File: src/rtl/in_service_tracker.sv
// In-service register for the interrupt controller: tracks acknowledged levels, population count,
// rotation-aware highest level in service and a sticky protocol error. Optional auto-EOI: ISR_AUTO_EOI_EN.
module in_service_tracker #(
  parameter int NUM_IR = 8,
  parameter int CNT_W  = 4
) (
  input  logic              clk,
  input  logic              reset,
  input  logic              write_initial_command_word_1,
  input  logic [NUM_IR-1:0] interrupt,
  input  logic              latch_in_service,
  input  logic [NUM_IR-1:0] end_of_interrupt,
  input  logic [2:0]        priority_rotate,
`ifdef ISR_AUTO_EOI_EN
  input  logic              auto_eoi_mode,
  input  logic              end_of_acknowledge_sequence,
`endif
  output logic [NUM_IR-1:0] in_service_register,
  output logic [NUM_IR-1:0] highest_level_in_service,
  output logic [CNT_W-1:0]  in_service_count,
  output logic              protocol_error
);

  logic [NUM_IR-1:0] isr_q, isr_d;
  logic [CNT_W-1:0]  count_q, count_d;
  logic              error_q, error_d;
  logic [NUM_IR-1:0] set_vec;
  logic [NUM_IR-1:0] clear_mask;
  logic              is_one_hot;
  logic              multi_hot;
  logic              relatch;

  function automatic logic [CNT_W-1:0] popcount(input logic [NUM_IR-1:0] v);
    logic [CNT_W-1:0] c;
    c = '0;
    for (int i = 0; i < NUM_IR; i++) c = c + CNT_W'(v[i]);
    return c;
  endfunction

  assign is_one_hot = (interrupt != '0) && ((interrupt & (interrupt - 1'b1)) == '0);
  assign multi_hot  = (interrupt != '0) && !is_one_hot;
  assign set_vec    = (latch_in_service && is_one_hot) ? interrupt : '0;

`ifdef ISR_AUTO_EOI_EN
  logic [NUM_IR-1:0] last_ack_q, last_ack_d;
  logic              auto_clear;

  assign auto_clear = end_of_acknowledge_sequence && auto_eoi_mode;
  assign clear_mask = end_of_interrupt | (auto_clear ? last_ack_q : '0);

  // A new acknowledge replaces the pending auto-EOI target even when both happen together.
  always_comb begin
    last_ack_d = last_ack_q;
    if (set_vec != '0)   last_ack_d = set_vec;
    else if (auto_clear) last_ack_d = '0;
  end

  always_ff @(posedge clk) begin
    if (reset || write_initial_command_word_1) last_ack_q <= '0;
    else                                       last_ack_q <= last_ack_d;
  end
`else
  assign clear_mask = end_of_interrupt;
`endif

  assign relatch = (set_vec & isr_q & ~clear_mask) != '0;

  always_comb begin
    isr_d   = (isr_q & ~clear_mask) | set_vec;
    count_d = popcount(isr_d);
    error_d = error_q;
    if (latch_in_service && (multi_hot || relatch)) error_d = 1'b1;
  end

  always_ff @(posedge clk) begin
    if (reset || write_initial_command_word_1) begin
      isr_q   <= '0;
      count_q <= '0;
      error_q <= 1'b0;
    end else begin
      isr_q   <= isr_d;
      count_q <= count_d;
      error_q <= error_d;
    end
  end

  // Rotate so the highest-priority level sits at bit 0, keep the lowest set bit, rotate back.
  logic [2:0]          rot_amt;
  logic [2*NUM_IR-1:0] right_dbl;
  logic [2*NUM_IR-1:0] left_dbl;
  logic [NUM_IR-1:0]   rotated;
  logic [NUM_IR-1:0]   lowest;

  always_comb begin
    rot_amt   = priority_rotate + 3'd1;
    right_dbl = {isr_q, isr_q} >> rot_amt;
    rotated   = right_dbl[NUM_IR-1:0];
    lowest    = rotated & (~rotated + 1'b1);
    left_dbl  = {lowest, lowest} << rot_amt;
  end

  assign highest_level_in_service = left_dbl[2*NUM_IR-1:NUM_IR];
  assign in_service_register      = isr_q;
  assign in_service_count         = count_q;
  assign protocol_error           = error_q;

endmodule

File: config.mk
export PLATFORM = sky130hd
export DESIGN_NAME = in_service_tracker
export DESIGN_NICKNAME = d
export VERILOG_FILES = /design/src/rtl/in_service_tracker.sv
export SDC_FILE = /design/constraint.sdc
export NUM_CORES = 1
export LEC_CHECK = 0
export ABC_AREA = 1
export CAP_MARGIN = 10
export CORE_MARGIN = 2
export CORE_UTILIZATION = 55
export CTS_BUF_LIST = sky130_fd_sc_hd__clkbuf_4
export DETAILED_ROUTE_END_ITERATION = 8
export DONT_BUFFER_PORTS = 1
export PLACE_DENSITY = 0.74
export SYNTH_ARGS = -nofsm -noshare
export SYNTH_HDL_FRONTEND = slang
export SYNTH_SLANG_ARGS = --single-unit
File: constraint.sdc
create_clock -name clk -period 3.6 [get_ports clk]
set_input_delay 0.18 -clock clk [delete_from_list [all_inputs] [get_ports clk]]
set_output_delay 0.18 -clock clk [all_outputs]
set_load 0.01 [all_outputs]
==> reports/metrics.csv <==
stage,metric,value,unit
clocking,ctsHoldBuffers,0,
drt,detailedRoute.firstIterationViolations,68,
worst_setup_path,end_kind,register,
layout,areaGrowthSynthToFinish,1.71,%
drt,wirelength,3370,um
floorplan,core_area,0.00271,mm^2
timing,final.setup.tns,0,ns
timing,hold_viol_final,0,
pwr,seq_power_share,35.1,%
worst_hold_path,worstHoldPathCells,2,
timing,fin_crit,3.22,ns
pwr,power_density,265,mW/mm^2
run_status,status,"finished, final reports clean",
floorplan,die_h,56.9,um
layout,final_cell_mix,"nand2_1 (82), inv_1 (35), nand3_1 (34)",
pwr,internal_power,249,uW
logic_synthesis,ys_ff_latch,13,
logic_synthesis,avgSynthCellArea,5.86,um^2
clocking,clk_latency,0.27,ns
worst_setup_path,worstSetupPathType,input port to register,
logic_synthesis,syn_inst,263,
global_route,track_usage,22.7,%
logic_synthesis,syn-num-nets,294,
pwr,pwr-share-comb,41.9,%
drt,drc_errors,0,
logic_synthesis,yosys_warnings,0,
layout,num-fill-cells,291,
flow_run,drv_cap,0,
drt,ant_nets,0,
floorplan,fp-row-count,19,
timing,worst_slack,0.379,ns
placed_design,port_buffers,0,
floorplan,fp.dieArea,0.00324,mm^2
worst_setup_path,crit_arrival,3.38,ns
logic_synthesis,netlist_area,0.00154,mm^2
pwr,switching_share,39.9,%
layout,finalInstanceArea,0.00157,mm^2
drt,via_count,1569,
placed_design,dpl_cell_area,0.00154,mm^2
clocking,clock_path_buffers,2,
global_route,grt_pass1_vias,1444,
logic_synthesis,ys_types,30,
placed_design,gp_congestion,0.909,
placed_design,dp_hpwl,2790,um
timing,fin_worst_skew,0.00182,ns
pwr,power_frac_clock,23.0,%
timing,slew_headroom,65.9,%
layout,final_common_cell,nand2_1,
clocking,tritoncts,built,
timing,fmax,0.310,GHz
layout,diodes,0,
clocking,htree_levels,1,
drt,routedWlPerCell,11.6,um
clocking,clk_pin_slew_worst_paths,0.07,ns
drt,vias_per_cell,5.39,
clocking,clock_sinks,13,
worst_setup_path,cpMaxStageDelayCell,fa_1,
timing,period_share,89.5,%
timing,setup_viol,0,
layout,fin_nets,292,
global_route,overflow,0,
worst_setup_path,cp_cell_sequence,nor2_2 > nand2_1 > nand2_1 > nand2_1 > inv_1 > nand3_1 > nor2_4 > nand2_1 > inv_2 > nand2_1 > nand2_1 > fa_1 > inv_1 > fa_1 > fa_1 > inv_1 > ha_1 > inv_1 > fa_1 > xor2_1 > nor2_1,
floorplan,initial_core_util,56.8,%
worst_setup_path,cp.required,3.76,ns
worst_setup_path,start_kind,input port,
clocking,cts-buffers-inserted,3,
pwr,p_leak,0.000820,uW
clocking,cts_root_buffer,clkbuf_4,
worst_setup_path,critPathMostFrequentCell,nand2_1,
global_route,antenna_found_initial,0,
global_route,grt_max_degree,23,
drt,dr.pass1.iters,4,
floorplan,ios,44,
worst_setup_path,max_stage_delay,0.43,ns
floorplan,die_w,56.9,um
timing,worst_pin_slew,0.511,ns
layout,drive_gt1_share,8.46,%
pwr,ir_drop,262,uV
worst_setup_path,crit_fanout,7,
timing,slew_viol_final,0,
layout,fin_util,57.8,%
logic_synthesis,yosysSeqAreaShare,16.9,%
worst_hold_path,hp-class,input port to register,
timing,rsz0062_at_grt,false,
placed_design,place_ws,0.0166,ns
pwr,p_switching,165,uW
worst_setup_path,r2r_cells,14,
global_route,grt_pass1_wl,6020,um
==> final cells by class <==
class / count / area, um^2 / share of cell area [%]
multi-input combinational: 203 / 1080 / 68.9
sequential: 13 / 260 / 16.6
inverter: 38 / 143 / 9.11
tap: 31 / 38.8 / 2.48
clock buffer: 4 / 30.0 / 1.92
timing repair buffer: 2 / 15.0 / 0.958
==> power by group through the flow <==
stage | clock (uW) | combinational, uW | sequential, uW
finish | 95.2 | 174 | 146
detailed placement | 0 | 173 | 149
floorplan | 0 | 158 | 149
global route | 106 | 200 | 146
global placement | 0 | 172 | 149
CTS | 98.7 | 174 | 146
==> flip-flops by register name (all words and copies together) (netlist names) <==
signal,cells
in_service_count,4
in_service_register,8
protocol_error,1
==> metrics by stage <==
stage                     instances  hold slack [ns]  total power, uW
final                           291           0.0583              415
after global routing            291           0.0555              452
after CTS                       291           0.0607              418
after detailed placement        287            0.353              322
after global placement          287            0.351              321
after floorplan                 263            0.320              306
==> logic make-up after synthesis <==
family	Yosys count	synth area share, %
buf+inv	47	13.0
fa+ha+maj	8	8.45
simple gates	160	46.5
xor+xnor	2	2.36
compound gates	33	12.8
flops	13	16.9
==> Yosys cell counts (all sizes together) <==
cell	count	area, um^2
dfxtp	13	260
clkbuf	1	3.75
nand2	84	320
o211ai	2	15.0
xnor2	1	27.5
nor3b	1	7.51
ha	4	50.1
or2	2	12.5
a21boi	1	11.3
fa	4	80.1
a31o	1	8.76
xor2	1	8.76
o21bai	1	11.3
a21oi	10	50.1
nand4	13	81.3
nor2	26	124
inv	38	143
nand3	34	170
buf	8	53.8
o21ai	18	101
==> path summary, 6_finish.rpt <==
| path | endpoint | from | slack, ns |
|---|---|---|---|
| hold / removal | protocol_error | latch_in_service | 0.06 |
| setup reg to reg | in_service_count[2] | in_service_register[1] | 0.45 |
| setup / recovery | in_service_count[2] | interrupt[1] | 0.38 |
| hold reg to reg | protocol_error | protocol_error | 0.50 |
==> per-layer routing <==
metal	wire (um)	vias up	global-route usage, %
li1	-	847	-
met1	1400	680	27.6
met2	1770	37	39.9
met5	0	-	0
met4	33	0	8.64
met3	165	5	3.69
==> critical path: cells and delay by family <==
family / cells / cell delay, ns
xor gates and xnor gates: 1 / 0.15
adders and majority gates: 5 / 1.82
buffers and inverters: 5 / 0.37
and+or+nand+nor: 10 / 0.87
==> repair_timing <==
action | 4_1_cts | 5_1_grt
resized for setup | 0 | 1
endpoints found under the setup margin | 0 | 2
setup buffers | 0 | 0
Note: power is estimated with default switching activity, not from simulation.
